$ cat config.mk
export PLATFORM = sky130hd
export DESIGN_NAME = maxnet_update
export DESIGN_NICKNAME = d
export VERILOG_FILES = /design/src/rtl/maxnet_update.sv
export SDC_FILE = /design/constraint.sdc
export NUM_CORES = 1
export LEC_CHECK = 0
export CAP_MARGIN = 10
export CORE_MARGIN = 5
export CORE_UTILIZATION = 45
export DETAILED_ROUTE_END_ITERATION = 10
export DONT_BUFFER_PORTS = 1
export PLACE_DENSITY = 0.71
export SYNTH_ARGS = -nofsm -noshare
export SYNTH_HDL_FRONTEND = slang
export SYNTH_SLANG_ARGS = --single-unit
$ cat constraint.sdc
create_clock -name clk -period 7.4 [get_ports clk]
set_clock_uncertainty 0.1 [all_clocks]
set_input_delay 1.48 -clock clk [delete_from_list [all_inputs] [get_ports clk]]
set_output_delay 1.48 -clock clk [all_outputs]
set_load 0.02 [all_outputs]
$ cat src/rtl/maxnet_update.sv
// rtl/maxnet_update.sv - four-neuron MaxNet lateral-inhibition engine, one shared multiplier
module maxnet_update #(
    parameter logic [15:0] EPS      = 16'h2000,
    parameter int          FRAC     = 16,
    parameter int          MAX_ITER = 64
) (
    input  logic        clk,
    input  logic        rst_n,
    input  logic        start,
    input  logic [31:0] x_in1,
    input  logic [31:0] x_in2,
    input  logic [31:0] x_in3,
    input  logic [31:0] x_in4,
    input  logic [31:0] a_in1,
    input  logic [31:0] a_in2,
    input  logic [31:0] a_in3,
    input  logic [31:0] a_in4,
    input  logic        converged,
    output logic [31:0] x1,
    output logic [31:0] x2,
    output logic [31:0] x3,
    output logic [31:0] x4,
    output logic [31:0] a1,
    output logic [31:0] a2,
    output logic [31:0] a3,
    output logic [31:0] a4,
    output logic        iter_valid,
    output logic        busy,
    output logic        done,
    output logic        timeout,
    output logic [7:0]  iter_count
);

    typedef enum logic [2:0] {
        S_IDLE    = 3'd0,
        S_LOAD    = 3'd1,
        S_SUM     = 3'd2,
        S_UPD     = 3'd3,
        S_PRESENT = 3'd4,
        S_DONE    = 3'd5
    } state_t;

    localparam logic [7:0] MAX_ITER_W = 8'(MAX_ITER);

    state_t              state, state_nxt;
    logic [1:0]          k;
    logic [31:0]         x_r [4];
    logic [31:0]         a_r [4];
    logic signed [33:0]  s_r;
    logic [7:0]          iter_r;
    logic                timeout_r;

    logic [31:0]         x_in_arr [4];
    logic [31:0]         a_in_arr [4];
    logic [31:0]         x_cur;
    logic signed [33:0]  x_cur_ext;
    logic signed [33:0]  sum_all;
    logic signed [33:0]  others;
    logic signed [49:0]  prod;
    logic signed [49:0]  p_full;
    logic signed [49:0]  n_full;
    logic [31:0]         x_new;
    logic                load_req;

    assign x_in_arr[0] = x_in1;
    assign x_in_arr[1] = x_in2;
    assign x_in_arr[2] = x_in3;
    assign x_in_arr[3] = x_in4;
    assign a_in_arr[0] = a_in1;
    assign a_in_arr[1] = a_in2;
    assign a_in_arr[2] = a_in3;
    assign a_in_arr[3] = a_in4;

    assign load_req = start && ((state == S_IDLE) || (state == S_DONE));

    // Jacobi update: S stays frozen across the four UPD cycles, so each neuron
    // sees the pre-iteration total even though earlier neurons were rewritten.
    always_comb begin
        sum_all   = $signed({{2{x_r[0][31]}}, x_r[0]}) + $signed({{2{x_r[1][31]}}, x_r[1]})
                  + $signed({{2{x_r[2][31]}}, x_r[2]}) + $signed({{2{x_r[3][31]}}, x_r[3]});
        x_cur     = x_r[k];
        x_cur_ext = $signed({{2{x_cur[31]}}, x_cur});
        others    = s_r - x_cur_ext;
        prod      = $signed({34'd0, EPS}) * $signed({{16{others[33]}}, others});
        p_full    = prod >>> FRAC;
        n_full    = $signed({{16{x_cur_ext[33]}}, x_cur_ext}) - p_full;
        x_new     = (n_full[49] || (n_full == '0)) ? 32'd0 : n_full[31:0];
    end

    always_ff @(posedge clk or negedge rst_n) begin
        if (!rst_n) begin
            state <= S_IDLE;
        end else begin
            state <= state_nxt;
        end
    end

    always_comb begin
        state_nxt = state;
        case (state)
            S_IDLE:    if (start) state_nxt = S_LOAD;
            S_LOAD:    state_nxt = S_SUM;
            S_SUM:     state_nxt = S_UPD;
            S_UPD:     if (k == 2'd3) state_nxt = S_PRESENT;
            S_PRESENT: begin
                if (converged || (iter_r == MAX_ITER_W)) state_nxt = S_DONE;
                else                                     state_nxt = S_SUM;
            end
            S_DONE:    if (start) state_nxt = S_LOAD;
            default:   state_nxt = S_IDLE;
        endcase
    end

    always_comb begin
        iter_valid = 1'b0;
        busy       = 1'b0;
        done       = 1'b0;
        case (state)
            S_LOAD, S_SUM, S_UPD: busy = 1'b1;
            S_PRESENT: begin
                busy       = 1'b1;
                iter_valid = 1'b1;
            end
            S_DONE:    done = 1'b1;
            default:   ;
        endcase
    end

    always_ff @(posedge clk or negedge rst_n) begin
        if (!rst_n) begin
            for (int i = 0; i < 4; i++) begin
                x_r[i] <= '0;
                a_r[i] <= '0;
            end
            s_r       <= '0;
            k         <= '0;
            iter_r    <= '0;
            timeout_r <= 1'b0;
        end else begin
            // Clearing on the start edge lets the LOAD cycle already show a fresh count.
            if (load_req) begin
                iter_r    <= '0;
                timeout_r <= 1'b0;
            end
            case (state)
                S_LOAD: begin
                    for (int i = 0; i < 4; i++) begin
                        x_r[i] <= x_in_arr[i][31] ? 32'd0 : x_in_arr[i];
                        a_r[i] <= a_in_arr[i];
                    end
                    k <= '0;
                end
                S_SUM: begin
                    s_r <= sum_all;
                    k   <= '0;
                end
                S_UPD: begin
                    x_r[k] <= x_new;
                    k      <= k + 2'd1;
                    if (k == 2'd3) iter_r <= iter_r + 8'd1;
                end
                S_PRESENT: begin
                    if (!converged && (iter_r == MAX_ITER_W)) timeout_r <= 1'b1;
                end
                default: ;
            endcase
        end
    end

    assign x1         = x_r[0];
    assign x2         = x_r[1];
    assign x3         = x_r[2];
    assign x4         = x_r[3];
    assign a1         = a_r[0];
    assign a2         = a_r[1];
    assign a3         = a_r[2];
    assign a4         = a_r[3];
    assign timeout    = timeout_r;
    assign iter_count = iter_r;

endmodule

# After elaboration in Yosys (flattened, before gate mapping)

Index checks and enable logic that the tools add are counted.

Equality and inequality tests: 9
Add/subtract/negate cells: 7
Order comparisons: 2
Reduce and logical (&&, ||, !) cells: 15
Multiplexer cells: 26
Bitwise gates (word level): 1

Operators by type and width:

| cell                  | number |
|---|---|
| $pmux W128 S2         | 1 |
| $bwmux W128           | 1 |
| $mux W32              | 4 |
| $mux W31              | 4 |
| $bmux W32 S2          | 1 |
| $demux W32 S2         | 1 |
| $logic_not A50 Y1     | 1 |
| $add A33 B32 Y34      | 1 |
| $add A34 B32 Y34      | 1 |
| $sub A34 B32 Y34      | 1 |
| $add A32 B32 Y33      | 1 |
| $sub A32 B31 Y33      | 1 |
| $mux W8               | 3 |
| $pmux W3 S5           | 1 |
| $mux W3               | 3 |
| $add A8 B1 Y8 const B | 1 |
| $eq A8 B7 Y1 const B  | 1 |
| $eq A3 B2 Y1 const B  | 2 |
| $eq A3 B3 Y1 const B  | 2 |
| $mux W1               | 6 |
| $pmux W2 S2           | 1 |
| $reduce_bool A2 Y1    | 2 |
| $reduce_or A2 Y1      | 2 |
| $reduce_or A4 Y1      | 1 |
| 13 further kinds      | 17 |

Register bits: 304
Output and inout port bits: 268
Logic and storage cells: 73

# Depth between registers and ports, before layout

Word-level depth: 11
Depth in mapped cells: 28
Gate-level depth less buffers: 24

# Worst setup path after synthesis

No wires, ideal clock.

Path kind: flip-flop to flip-flop
Start point: reg k[0]
End point: reg x_r, in the netlist x1[20]
Stages on the path, launching flop included: 27
Clock period less this slack: 6.026 ns
Path slack: 1.374 ns
Data required time: 7.173 ns
Arrival time: 5.799 ns
Path through: dfrtp_1 > buf_2 > buf_1 > mux4_2 > inv_1 > ha_1 > a41oi_1 > o21ai_0 > o21a_1 > o41ai_1 > o21bai_1 > nand3_1 > nand2_1 > nand3_1 > nand2_1 > xnor2_1 > ha_1 > a21o_1 > a21o_1 > a221oi_1 > o21ai_2 > a2111oi_4 > buf_4 > nor2_4 > buf_2 > a221oi_1 > nor2_1

Word-level cells in the longest chain between the ends: 11

Ends and longest elaborated chain:

| what                                         | line    | RTL |
|---|---|---|
| start, declared                              | 46      | `logic [1:0] k;` |
| start signal, assigned                       | 159     | `k <= k + 2'd1;` |
| $not A2 Y3 (not written as such) *           | 81, 158 |  |
| $bmux W32 S2                                 | 81      | `x_cur = x_r[k];` |
| $mux W32 (not written as such) (2 in series) | 81      |  |
| $sub A34 B32 Y34                             | 83      | `others = s_r - x_cur_ext;` |
| $sub A32 B31 Y33                             | 86      | `n_full = $signed({{16{x_cur_ext[33]}}, x_cur_ext}) - p_full;` |
| $logic_not A50 Y1                            | 87      | `x_new = (n_full[49] \|\| (n_full == '0)) ? 32'd0 : n_full[31:0];` |
| $logic_or A1 B1 Y1                           | 87      |  |
| $mux W32                                     | 87      |  |
| $bwmux W128 *                                | 158     | `x_r[k] <= x_new;` |
| $pmux W128 S2 *                              | 145     | `case (state)` |
| end signal, assigned by index                | 148     | `x_r[i] <= x_in_arr[i][31] ? 32'd0 : x_in_arr[i];` |
| end signal, assigned by index                | 158     |  |
| end, declared                                | 47      | `logic [31:0] x_r [4];` |

Mark *: on every way between the ends. The rest lies on a longest branch, timed or not. The select of a mux whose other input is x is not followed.
A chain may end at the register's enable or synchronous reset.

# Worst setup path in the final report

Start point: reg k[0]
End point: reg x_r, in the netlist x3[19]

The elaborated chain is that of the path after synthesis.

==> qor.csv <==
stage,metric,value,unit
cells_and_area,largest-register,s_r,
route,firstDrtPassIters,5,
timing,finalSetupViolCount,0,
clock_network,cts_setup_buffers,0,
route,wl_per_cell,27.3,µm
timing,setup_ws,0.630,ns
logic_synthesis,synthSimpleGateAreaFrac,19.1,%
worst_setup_path,crit_end,x3[19],
clock_network,numCtsBuffers,35,
cells_and_area,largest_reg_flops,34,
timing,hold_viol,0,
worst_setup_path,crit_type,register to register,
logic_synthesis,yosys_warnings,0,
worst_setup_path,arrival,7.15,ns
logic_synthesis,muxShareOfSynthArea,4.16,%
floorplanning,io_pins,528,
worst_setup_path,worstPathRequired,7.78,ns
cells_and_area,fin_nets,2453,
logic_synthesis,synth_cell_types,77,
worst_setup_path,crit_path_max_incr_delay,1.00,ns
worst_setup_path,cp_max_fo,20,
floorplanning,die_w,216,µm
logic_synthesis,avgSynthCellArea,9.25,µm²
worst_hold_path,worstHoldPathType,register to register,
logic_synthesis,synthXorXnorAreaFrac,3.84,%
logic_synthesis,async_flop_share,100,%
logic_synthesis,ys_seq_area_share,39.7,%
global_routing,grt_overflow,0,
worst_setup_path,start_kind,register,
timing,relSlewSlack,17.8,%
global_routing,grt_util_all_layers,29.7,%
worst_setup_path,rrSetupSlack,0.63,ns
cells_and_area,drive_above_1_share,7.90,%
cells_and_area,most-common-layout-cells,"nand2_1, dfrtp_1, nor2_1",
placed_design,io_buffers,0,
worst_setup_path,path_buf_inv,3,
worst_setup_path,cp_common_cell,a21oi_1,
timing,tightest_slew,1.23,ns
logic_synthesis,synth-compound-area-share,16.3,%
floorplanning,coreArea,42000,µm²
clock_network,ctsHoldBuffers,0,
route,via_per_inst,6.33,
clock_network,clock_latency,0.56,ns
logic_synthesis,synth_top_family_by_area,simple AND/OR/NAND/NOR gates,
logic_synthesis,synth_adder_area_share,13.6,%
clock_network,ctsResizeCount,0,
clock_network,tritoncts,built,
floorplanning,rows,75,
logic_synthesis,synthFlopType,dfrtp_1,
worst_setup_path,cp-end-kind,register,
logic_synthesis,ys_ff_latch,304,
worst_setup_path,r2r_start,k[0],
global_routing,grt_pass1_wl,107,mm
floorplanning,dieArea,46800,µm²
logic_synthesis,synth_area_leaders,"dfrtp_1, nand2_1, fa_1, ha_1, nor2_1",
clock_network,clk_pin_slew,0.06,ns
timing,min_period,6.77,ns
placed_design,dpl.hpwl,53.6,mm
cells_and_area,area_growth,9.42,%
timing,tns,0,ns
worst_setup_path,reg2regPathDepth,22,
timing,max_freq,148,MHz
logic_synthesis,synthesis.area,19100,µm²
global_routing,antenna_found_initial,13,
timing,rsz0062_at_grt,false,
clock_network,h-tree-depth,2,
worst_setup_path,r2r_end,x3[19],
route,postRouteAntennaNets,0,
timing,fin_crit_sh,91.5,%
route,vias,16500,
worst_setup_path,critical-path-slowest-cell,nor3_4,
route,drt_iter0_drc,1542,
clock_network,cts_buffer_depth,3,
timing,drv_slew,0,
worst_setup_path,worstSetupStartpoint,k[0],
placed_design,place_ws,0.725,ns
placed_design,place_congestion,0.980,
logic_synthesis,synth_edf_count,0,
logic_synthesis,synth_top_area_cell,dfrtp_1,
clock_network,cts.sink_count,304,
clock_network,ctsRootBufferMaster,clkbuf_16,
flow_run,cap_violations,0,
cells_and_area,final_common_cell,nand2_1,
route,drc_errors,0,
run_status,outcome,completed,
global_routing,grt_pass1_vias,17000,
worst_setup_path,crit_family,compound AO/OA/AOI/OAI gates,
route,wirelength,71.1,mm
floorplanning,start_util,45.5,%
floorplanning,die_height,216,µm
logic_synthesis,yosysTopAreaCellShare,39.7,%
logic_synthesis,synthesis.nets,2499,
worst_setup_path,critical_path_cell_count,22,
global_routing,grt_max_degree,305,
cells_and_area,fill_cells,3839,
logic_synthesis,syn_inst,2070,
worst_setup_path,path_cells,buf_4 -> mux4_2 -> inv_1 -> ha_1 -> a21oi_1 -> o21bai_1 -> a21oi_1 -> and3_1 -> a211oi_2 -> o31a_1 -> o21a_1 -> o21a_1 -> or2_2 -> ha_1 -> a21oi_1 -> nor2_1 -> nor3_1 -> mux2i_1 -> a41o_1 -> inv_1 -> nor3_4 -> a221o_1,
[worst min path at each step]
stage                        from       to  slack [ns]  cells past startpoint
after floorplan            s_r[9]   s_r[9]        0.35                      2
after global placement     s_r[2]   s_r[2]        0.38                      2
after detailed placement  s_r[30]  s_r[30]        0.38                      2
after CTS                 s_r[30]  s_r[30]        0.40                      2
after global routing      s_r[12]  s_r[12]        0.42                      2
final                      s_r[6]   s_r[6]        0.39                      2
[area by class of cell]
class | count | area [µm²] | share of cell area (%)
Multi-Input combinational cell | 1602 | 11000 | 52.3
Tap cell | 539 | 674 | 3.22
Clock inverter | 16 | 308 | 1.47
Sequential cell | 304 | 7610 | 36.3
Antenna cell | 12 | 30.0 | 0.143
Timing Repair Buffer | 17 | 128 | 0.609
Clock buffer | 47 | 992 | 4.74
Inverter | 64 | 240 | 1.15
[Yosys cell counts (5+ instances only)]
master and instances:
a211oi_1 19, a21o_1 32, buf_2 5, fa_1 66, or3_1 11, xnor2_1 54, or2_2 6, a221o_1 21
xor2_1 30, mux2_2 5, o22ai_1 19, nand2_1 489, nor2_1 196, clkbuf_1 86, ha_1 103, nand2b_1 17
and3_1 42, a21oi_1 131, o21bai_1 11, nor3_1 18, o21a_1 14, dfrtp_1 304, buf_1 7, a22o_1 6
nand3_1 32, nor2b_1 16, a221oi_1 53, o221a_2 8, and2_1 5, mux4_2 32, o21ai_0 78, inv_1 64
nand4_1 10
[metal layers]
| layer | track usage [%] | vias to the layer above | wire length [µm] |
|---|---|---|---|
| met3 | 8.22 | 254 | 6950 |
| met5 | 0 | - | 0 |
| met4 | 18.7 | 0 | 4900 |
| met2 | 49.9 | 1015 | 34500 |
| met1 | 33.6 | 8050 | 24800 |
| li1 | - | 7143 | - |
[metrics by stage]
step | cell area [µm²] | util, % | instances | hold WS, ns
after global routing | 20900 | 49.8 | 2601 | 0.420
after global placement | 19600 | 46.7 | 2526 | 0.376
after detailed placement | 19600 | 46.7 | 2526 | 0.382
after CTS | 20900 | 49.7 | 2589 | 0.397
after floorplan | 19100 | - | 2070 | 0.354
final | 20900 | 49.8 | 2601 | 0.394
[kinds of logic after synthesis]
family                   count (synthesis)
buffers and inverters                  164
AO/OA/AOI/OAI                          450
adder cells (fa/ha/maj)                169
flip-flops                             304
multiplexers                            39
XOR/XNOR                                84
AND/OR/NAND/NOR                        860
[worst reg2reg max path: cells and delay by family (launching register included)]
family                   cells  cell delay [ns]
multiplexers                 2             0.95
adder cells (fa/ha/maj)      2             0.66
flip-flops                   1             0.71
AO/OA/AOI/OAI               10             1.85
buffers and inverters        3             0.73
AND/OR/NAND/NOR              5             1.70
Power is not shown: default switching activity piles up to over one toggle a cycle in this logic, so the estimate is an artifact.
